### config.mk
export PLATFORM = sky130hd
export DESIGN_NAME = pipelined_control_flat
export DESIGN_NICKNAME = d
export VERILOG_FILES = /design/src/rtl/pipelined_control_if.sv /design/src/rtl/pipelined_control.sv /design/src/flat_wrapper.sv
export SDC_FILE = /design/constraint.sdc
export NUM_CORES = 1
export LEC_CHECK = 0
export ABC_CLOCK_PERIOD_IN_PS = 1850
export BUFFER_PORTS_ARGS = -buffer_cell sky130_fd_sc_hd__clkbuf_2
export CAP_MARGIN = 10
export CORE_ASPECT_RATIO = 1.25
export CORE_MARGIN = 1
export CORE_UTILIZATION = 30
export DETAILED_ROUTE_END_ITERATION = 8
export RECOVER_POWER = 100
export SYNTH_ARGS = -nofsm -noshare
export SYNTH_HDL_FRONTEND = slang
export SYNTH_SLANG_ARGS = --single-unit
### constraint.sdc
create_clock -name clk_i -period 1.85 [get_ports clk_i]
set_input_delay 0.185 -clock clk_i [delete_from_list [all_inputs] [get_ports clk_i]]
set_output_delay 0.185 -clock clk_i [all_outputs]
set_load 0.02 [all_outputs]
### src/rtl/pipelined_control_if.sv
// ID-stage control handshake between front end and the control pipeline.
// Carries decode inputs, flush/stall controls and per-stage control outputs.
interface pipelined_control_if #(
  parameter int ALUOP_W = 2,
  parameter int CNT_W   = 16
);
  logic               valid_i;
  logic [6:0]         op_i;
  logic [4:0]         rs1_i;
  logic [4:0]         rs2_i;
  logic [4:0]         rd_i;
  logic               flush_i;
  logic               stall_i;
  logic               stall_o;
  logic [ALUOP_W-1:0] ex_alu_op_o;
  logic               ex_alu_src_o;
  logic               ex_branch_o;
  logic               ex_jump_o;
  logic               ex_illegal_o;
  logic [4:0]         ex_rd_o;
  logic               mem_mem_read_o;
  logic               mem_mem_write_o;
  logic               mem_reg_write_o;
  logic [4:0]         mem_rd_o;
  logic               wb_reg_write_o;
  logic               wb_mem_to_reg_o;
  logic [4:0]         wb_rd_o;
  logic [CNT_W-1:0]   bubble_cnt_o;

  modport master (
    output valid_i, op_i, rs1_i, rs2_i, rd_i,
    output flush_i, stall_i,
    input  stall_o,
    input  ex_alu_op_o, ex_alu_src_o, ex_branch_o,
    input  ex_jump_o, ex_illegal_o, ex_rd_o,
    input  mem_mem_read_o, mem_mem_write_o,
    input  mem_reg_write_o, mem_rd_o,
    input  wb_reg_write_o, wb_mem_to_reg_o, wb_rd_o,
    input  bubble_cnt_o
  );

  modport slave (
    input  valid_i, op_i, rs1_i, rs2_i, rd_i,
    input  flush_i, stall_i,
    output stall_o,
    output ex_alu_op_o, ex_alu_src_o, ex_branch_o,
    output ex_jump_o, ex_illegal_o, ex_rd_o,
    output mem_mem_read_o, mem_mem_write_o,
    output mem_reg_write_o, mem_rd_o,
    output wb_reg_write_o, wb_mem_to_reg_o, wb_rd_o,
    output bubble_cnt_o
  );
endinterface

### src/rtl/pipelined_control.sv
// Control path for the 5-stage pipeline: ID decode, ID/EX, EX/MEM, MEM/WB
// control registers, load-use stall detection and a bubble counter.
module pipelined_control #(
  parameter int ALUOP_W    = 2,
  parameter bit ENABLE_JAL = 1'b1,
  parameter bit HAZARD_EN  = 1'b1,
  parameter int CNT_W      = 16
) (
  input logic               clk_i,
  input logic               rst_i,
  pipelined_control_if.slave bus
);

  localparam logic [6:0] OP_R   = 7'b0110011;
  localparam logic [6:0] OP_I   = 7'b0010011;
  localparam logic [6:0] OP_LW  = 7'b0000011;
  localparam logic [6:0] OP_SW  = 7'b0100011;
  localparam logic [6:0] OP_BEQ = 7'b1100011;
  localparam logic [6:0] OP_JAL = 7'b1101111;

  localparam logic [ALUOP_W-1:0] ALU_ADD = ALUOP_W'(2'b00);
  localparam logic [ALUOP_W-1:0] ALU_BR  = ALUOP_W'(2'b01);
  localparam logic [ALUOP_W-1:0] ALU_R   = ALUOP_W'(2'b10);
  localparam logic [ALUOP_W-1:0] ALU_I   = ALUOP_W'(2'b11);

  typedef struct packed {
    logic               regWrite;
    logic               memToReg;
    logic               memRead;
    logic               memWrite;
    logic [ALUOP_W-1:0] aluOp;
    logic               aluSrc;
    logic               branch;
    logic               jump;
    logic               illegal;
    logic [4:0]         rd;
  } id_ex_t;

  typedef struct packed {
    logic       regWrite;
    logic       memToReg;
    logic       memRead;
    logic       memWrite;
    logic [4:0] rd;
  } ex_mem_t;

  typedef struct packed {
    logic       regWrite;
    logic       memToReg;
    logic [4:0] rd;
  } mem_wb_t;

  id_ex_t           dec;
  id_ex_t           idEx;
  ex_mem_t          exMem;
  mem_wb_t          memWb;
  logic             useRs1;
  logic             useRs2;
  logic             stallReq;
  logic             loadBubble;
  logic [CNT_W-1:0] bubbleCnt;

  logic isR;
  logic isI;
  logic isLw;
  logic isSw;
  logic isBeq;
  logic isJal;

  assign isR   = bus.valid_i && (bus.op_i == OP_R);
  assign isI   = bus.valid_i && (bus.op_i == OP_I);
  assign isLw  = bus.valid_i && (bus.op_i == OP_LW);
  assign isSw  = bus.valid_i && (bus.op_i == OP_SW);
  assign isBeq = bus.valid_i && (bus.op_i == OP_BEQ);
  assign isJal = ENABLE_JAL && bus.valid_i
              && (bus.op_i == OP_JAL);

  // ID-stage decode into the control bundle plus source-use flags
  always_comb begin
    dec    = '0;
    useRs1 = 1'b0;
    useRs2 = 1'b0;
    unique case (1'b1)
      isR: begin
        dec.regWrite = 1'b1;
        dec.aluOp    = ALU_R;
        dec.rd       = bus.rd_i;
        useRs1       = 1'b1;
        useRs2       = 1'b1;
      end
      isI: begin
        dec.regWrite = 1'b1;
        dec.aluOp    = ALU_I;
        dec.aluSrc   = 1'b1;
        dec.rd       = bus.rd_i;
        useRs1       = 1'b1;
      end
      isLw: begin
        dec.regWrite = 1'b1;
        dec.memToReg = 1'b1;
        dec.memRead  = 1'b1;
        dec.aluOp    = ALU_ADD;
        dec.aluSrc   = 1'b1;
        dec.rd       = bus.rd_i;
        useRs1       = 1'b1;
      end
      isSw: begin
        dec.memWrite = 1'b1;
        dec.aluOp    = ALU_ADD;
        dec.aluSrc   = 1'b1;
        dec.rd       = bus.rd_i;
        useRs1       = 1'b1;
        useRs2       = 1'b1;
      end
      isBeq: begin
        dec.aluOp    = ALU_BR;
        dec.branch   = 1'b1;
        dec.rd       = bus.rd_i;
        useRs1       = 1'b1;
        useRs2       = 1'b1;
      end
      isJal: begin
        dec.regWrite = 1'b1;
        dec.jump     = 1'b1;
        dec.rd       = bus.rd_i;
      end
      default: begin
        dec.illegal  = bus.valid_i;
      end
    endcase
  end

  // Load-use hazard: a load in EX whose rd feeds a source used in ID
  always_comb begin
    stallReq = 1'b0;
    if (HAZARD_EN && bus.valid_i
        && idEx.memRead && (idEx.rd != 5'd0)) begin
      stallReq = (useRs1 && (bus.rs1_i == idEx.rd))
              || (useRs2 && (bus.rs2_i == idEx.rd));
    end
  end

  assign loadBubble = !bus.stall_i
                   && (bus.flush_i || stallReq);

  // ID/EX register: hold on freeze, bubble on flush/load-use, else load
  always_ff @(posedge clk_i) begin
    if (rst_i) begin
      idEx <= '0;
    end else if (bus.stall_i) begin
      idEx <= idEx;
    end else if (loadBubble) begin
      idEx <= '0;
    end else begin
      idEx <= dec;
    end
  end

  // EX/MEM register: shifts from ID/EX unless frozen
  always_ff @(posedge clk_i) begin
    if (rst_i) begin
      exMem <= '0;
    end else if (!bus.stall_i) begin
      exMem.regWrite <= idEx.regWrite;
      exMem.memToReg <= idEx.memToReg;
      exMem.memRead  <= idEx.memRead;
      exMem.memWrite <= idEx.memWrite;
      exMem.rd       <= idEx.rd;
    end
  end

  // MEM/WB register: shifts from EX/MEM unless frozen
  always_ff @(posedge clk_i) begin
    if (rst_i) begin
      memWb <= '0;
    end else if (!bus.stall_i) begin
      memWb.regWrite <= exMem.regWrite;
      memWb.memToReg <= exMem.memToReg;
      memWb.rd       <= exMem.rd;
    end
  end

  // Saturating count of bubbles loaded into ID/EX
  always_ff @(posedge clk_i) begin
    if (rst_i) begin
      bubbleCnt <= '0;
    end else if (loadBubble && (bubbleCnt != '1)) begin
      bubbleCnt <= bubbleCnt + CNT_W'(1);
    end
  end

  assign bus.stall_o         = stallReq;
  assign bus.ex_alu_op_o     = idEx.aluOp;
  assign bus.ex_alu_src_o    = idEx.aluSrc;
  assign bus.ex_branch_o     = idEx.branch;
  assign bus.ex_jump_o       = idEx.jump;
  assign bus.ex_illegal_o    = idEx.illegal;
  assign bus.ex_rd_o         = idEx.rd;
  assign bus.mem_mem_read_o  = exMem.memRead;
  assign bus.mem_mem_write_o = exMem.memWrite;
  assign bus.mem_reg_write_o = exMem.regWrite;
  assign bus.mem_rd_o        = exMem.rd;
  assign bus.wb_reg_write_o  = memWb.regWrite;
  assign bus.wb_mem_to_reg_o = memWb.memToReg;
  assign bus.wb_rd_o         = memWb.rd;
  assign bus.bubble_cnt_o    = bubbleCnt;

endmodule

### src/flat_wrapper.sv
// flat-port wrapper written by rule: the top's interface ports become plain ports
module pipelined_control_flat 
#(
  parameter int ALUOP_W    = 2,
  parameter bit ENABLE_JAL = 1'b1,
  parameter bit HAZARD_EN  = 1'b1,
  parameter int CNT_W      = 16
)
  (clk_i, rst_i, bus_valid_i, bus_op_i, bus_rs1_i, bus_rs2_i, bus_rd_i, bus_flush_i, bus_stall_i, bus_stall_o, bus_ex_alu_op_o, bus_ex_alu_src_o, bus_ex_branch_o, bus_ex_jump_o, bus_ex_illegal_o, bus_ex_rd_o, bus_mem_mem_read_o, bus_mem_mem_write_o, bus_mem_reg_write_o, bus_mem_rd_o, bus_wb_reg_write_o, bus_wb_mem_to_reg_o, bus_wb_rd_o, bus_bubble_cnt_o);
  pipelined_control_if #(.ALUOP_W(ALUOP_W), .CNT_W(CNT_W)) bus_i ();
  input logic clk_i;
  input logic rst_i;
  input wire logic [$bits(bus_i.valid_i)-1:0] bus_valid_i;
  input wire logic [$bits(bus_i.op_i)-1:0] bus_op_i;
  input wire logic [$bits(bus_i.rs1_i)-1:0] bus_rs1_i;
  input wire logic [$bits(bus_i.rs2_i)-1:0] bus_rs2_i;
  input wire logic [$bits(bus_i.rd_i)-1:0] bus_rd_i;
  input wire logic [$bits(bus_i.flush_i)-1:0] bus_flush_i;
  input wire logic [$bits(bus_i.stall_i)-1:0] bus_stall_i;
  output wire logic [$bits(bus_i.stall_o)-1:0] bus_stall_o;
  output wire logic [$bits(bus_i.ex_alu_op_o)-1:0] bus_ex_alu_op_o;
  output wire logic [$bits(bus_i.ex_alu_src_o)-1:0] bus_ex_alu_src_o;
  output wire logic [$bits(bus_i.ex_branch_o)-1:0] bus_ex_branch_o;
  output wire logic [$bits(bus_i.ex_jump_o)-1:0] bus_ex_jump_o;
  output wire logic [$bits(bus_i.ex_illegal_o)-1:0] bus_ex_illegal_o;
  output wire logic [$bits(bus_i.ex_rd_o)-1:0] bus_ex_rd_o;
  output wire logic [$bits(bus_i.mem_mem_read_o)-1:0] bus_mem_mem_read_o;
  output wire logic [$bits(bus_i.mem_mem_write_o)-1:0] bus_mem_mem_write_o;
  output wire logic [$bits(bus_i.mem_reg_write_o)-1:0] bus_mem_reg_write_o;
  output wire logic [$bits(bus_i.mem_rd_o)-1:0] bus_mem_rd_o;
  output wire logic [$bits(bus_i.wb_reg_write_o)-1:0] bus_wb_reg_write_o;
  output wire logic [$bits(bus_i.wb_mem_to_reg_o)-1:0] bus_wb_mem_to_reg_o;
  output wire logic [$bits(bus_i.wb_rd_o)-1:0] bus_wb_rd_o;
  output wire logic [$bits(bus_i.bubble_cnt_o)-1:0] bus_bubble_cnt_o;
  assign bus_i.valid_i = bus_valid_i;
  assign bus_i.op_i = bus_op_i;
  assign bus_i.rs1_i = bus_rs1_i;
  assign bus_i.rs2_i = bus_rs2_i;
  assign bus_i.rd_i = bus_rd_i;
  assign bus_i.flush_i = bus_flush_i;
  assign bus_i.stall_i = bus_stall_i;
  assign bus_stall_o = bus_i.stall_o;
  assign bus_ex_alu_op_o = bus_i.ex_alu_op_o;
  assign bus_ex_alu_src_o = bus_i.ex_alu_src_o;
  assign bus_ex_branch_o = bus_i.ex_branch_o;
  assign bus_ex_jump_o = bus_i.ex_jump_o;
  assign bus_ex_illegal_o = bus_i.ex_illegal_o;
  assign bus_ex_rd_o = bus_i.ex_rd_o;
  assign bus_mem_mem_read_o = bus_i.mem_mem_read_o;
  assign bus_mem_mem_write_o = bus_i.mem_mem_write_o;
  assign bus_mem_reg_write_o = bus_i.mem_reg_write_o;
  assign bus_mem_rd_o = bus_i.mem_rd_o;
  assign bus_wb_reg_write_o = bus_i.wb_reg_write_o;
  assign bus_wb_mem_to_reg_o = bus_i.wb_mem_to_reg_o;
  assign bus_wb_rd_o = bus_i.wb_rd_o;
  assign bus_bubble_cnt_o = bus_i.bubble_cnt_o;
  pipelined_control #(.ALUOP_W(ALUOP_W), .ENABLE_JAL(ENABLE_JAL), .HAZARD_EN(HAZARD_EN), .CNT_W(CNT_W)) u_core (.clk_i(clk_i), .rst_i(rst_i), .bus(bus_i));
endmodule
==> qor.yml <==
floorplan:
  die-area_sq_mm: 0.00750
  num_io_pins: 70
  floorplan.die.width_um: 77.6
  fp.dieH_um: 96.6
  core.rowCount: 34
  fp.coreArea_sq_mm: 0.00693
  floorplan.initialDensity_pct: 30.9
synthesis:
  postSynth.asyncResetShare_pct: 0
  yosysWarnings: 0
  yosysMostFrequentCell: "dfxtp_1"
  count_of_flip_flops_with_a_built_in_enable_after_synthesis: 0
  netlist.top_cell.by_area: "dfxtp_1"
  synthesis.nets: 275
  synthesis.instances: 247
  synth.cells.most_frequent: "dfxtp_1, nor2_1, a21oi_1"
  yosys_most_used_dff: "dfxtp_1"
  seq_area_frac_synth_pct: 42.0
  synth.ff_latch_count: 45
  avgSynthCellArea_sq_um: 8.69
  synthDistinctLibCells: 42
  synth_top_area_share_pct: 42.0
  netlist_area_sq_mm: 0.00215
  synth.top_cells.by_area: "dfxtp_1, mux2i_1, nor2_1"
clock_tree:
  cts-htree-levels: 2
  clock_insertion_delay_worst_skew_ps: 290
  cts_hold_buf: 0
  root_buffer_selected_by_cts: "clkbuf_8"
  cts_inserted_buffers: 5
  clk_transition_reported_paths_ps: 90
  clock_path_buffers: 2
  cts_tree: "done"
  cts.sink_count: 45
run:
  timing.max_cap.violations: 0
setup_path:
  setup.worst_path.class: "reg2reg"
  worstPathArrival_ps: 2180
  timing.critical_path.from_type: "flip-flop"
  path_max_fanout: 8
  crit_path_required_time_ps: 2080
  end_kind: "flip-flop"
timing:
  timing.slew.headroom_pct: 73.3
  final-setup-viol-count: 27
  finalCriticalPeriod_ps: 1950
  holdWs_ps: 119
  layout_setup_ws_ps: -100
  min_period_over_period_pct: 105
  slew_violations: 0
  worstMarginPinSlew_ps: 401
  fmaxAchievable_mhz: 513
  setup_repair_after_global_routing_missed_its_margin: "true"
  report.final.hold_viol_count: 0
  clock-skew-final_ps: 14.1
drt:
  wl_per_cell_um: 13.9
  ant_nets: 0
  total_number_of_vias: 2170
  detail_route.vias_per_cell: 5.00
  route.final.wire_length_um: 6030
  drt-pass1-iter-count: 4
  drc: 0
  drt_iter0_drc: 101
layout:
  finalNetCount: 371
  fin_util_pct: 44.2
  syn_to_final_growth_pct: 42.9
  final_layout_size_suffix_gt1_share_pct: 44.5
  n_antenna_cell: 0
status:
  result_of_the_run: "finished, violations left"
  violations: "negative setup slack"
grt:
  grt_remaining_overflow: 0
  grt.met1_usage_pct: 20.6
  vias_in_the_first_global_route: 2028
  groute.layer.met3.usage_pct: 2.82
  grt_busiest_layer: "met2"
  global_route.usage.total_pct: 16.3
  groute.layer.met2.usage_pct: 27.9
  number_of_antenna_violations_at_the_first_check_in_global_routing: 0
  pin_count_of_the_biggest_net_entering_global_routing: 51
  grt_first_pass_wirelength_um: 9630
placement:
  place_hpwl_um: 4060
  io_buffers: 69
  globalplace.congestion: 0.774
min_path:
  holdCritPathClass: "in2reg"
power:
  ir_drop_v: 0.000257
  pwr_density_cell_mw_per_mm2: 575
  power.leakage_nw: 1.31
[cells in the final DEF (no fill, tap or decap), types with 4 or more instances in the layout]
| cell | Yosys | final |
|---|---|---|
| nor2_1 | 38 | 38 |
| a22oi_1 | 10 | 10 |
| inv_1 | 4 | 4 |
| mux2i_1 | 15 | 15 |
| xnor2_1 | 5 | 5 |
| o31ai_2 | 0 | 4 |
| dfxtp_2 | 0 | 9 |
| xor2_1 | 5 | 5 |
| nand2_1 | 12 | 11 |
| clkbuf_8 | 0 | 5 |
| a21oi_1 | 19 | 16 |
| nor3_1 | 4 | 4 |
| o31ai_1 | 11 | 7 |
| nand3_1 | 9 | 8 |
| or4_1 | 11 | 8 |
| buf_4 | 7 | 37 |
| clkbuf_2 | 0 | 68 |
| dfxtp_1 | 45 | 33 |
[stage by stage]
stage / power, mW / area (sq um) / TNS [ps] / std cells / worst slack (ps)
floorplan: 1.09 / 2200 / 0 / 247 / 3.01
global placement: 1.17 / 2830 / -3120 / 421 / -230
detailed placement: 1.17 / 2830 / -3700 / 421 / -274
CTS: 1.79 / 3010 / -1240 / 434 / -96.5
global route: 1.85 / 3070 / -4920 / 434 / -196
finish: 1.76 / 3070 / -1750 / 434 / -100
[critical path: stages, from the launching register on]
cell       delay, ps
dfxtp_4          370
xor2_1           170
nor4_2           280
a2bb2oi_2        150
o21ba_4          260
or4_4            520
a21oi_2          130
[cell families (layout without fill, tap and decap cells)]
logic type / after synthesis / count (layout) / synth area share, %
simple gates: 96 / 96 / 22.9
flops: 45 / 45 / 42.0
mux: 17 / 17 / 8.05
compound gates: 53 / 56 / 16.3
fa+ha+maj: 1 / 1 / 0.583
buf+inv: 25 / 119 / 6.12
xor+xnor: 10 / 10 / 4.08
[worst paths after layout]
kind / start / to / slack [ps] / cells past startpoint
max: u_core.bus.ex_rd_o[0] / u_core.bus.bubble_cnt_o[10] / -100 / 6
min reg2reg: u_core.bus.ex_illegal_o / u_core.bus.ex_illegal_o / 460 / 2
max reg2reg: u_core.bus.ex_rd_o[0] / u_core.bus.bubble_cnt_o[10] / -100 / 6
min: bus_rd_i[2] / u_core.bus.ex_rd_o[2] / 120 / 3
[registers in the layout, summed over array words and instances, names as in the netlist, 2 cells and up]
register	cells
u_core.bus.bubble_cnt_o	16
u_core.bus.ex_rd_o	5
u_core.bus.mem_rd_o	5
u_core.bus.wb_rd_o	5
u_core.idEx	3
u_core.bus.ex_alu_op_o	2
[power by group]
| group | switching [mW] | internal, mW |
|---|---|---|
| registers | 0.00245 | 0.968 |
| logic | 0.111 | 0.0868 |
| clock network | 0.328 | 0.268 |
| total | 0.442 | 1.32 |
[cell type report]
cell class                      instances  area (sq um)
Clock buffer                            7          76.3
Clock inverter                          1          7.51
Fill cell                             715          3870
Inverter                                4          15.0
Multi-Input combinational cell        180          1270
Sequential cell                        45           923
Tap cell                               90           113
Timing Repair Buffer                  107           658
[per-layer routing]
metal / wire length, um / vias up
met2: 2990 / 63
met5: 0 / -
met3: 268 / 7
met4: 72 / 0
li1: - / 1089
met1: 2700 / 1011
[timing repair]
action                     in CTS  in global routing
buffers inserted                2                  0
resized for setup              14                 16
setup endpoints to repair      30                 31
cloned                          3                  0
pin swaps                      13                 10
Power figures use the tool's default switching activity.
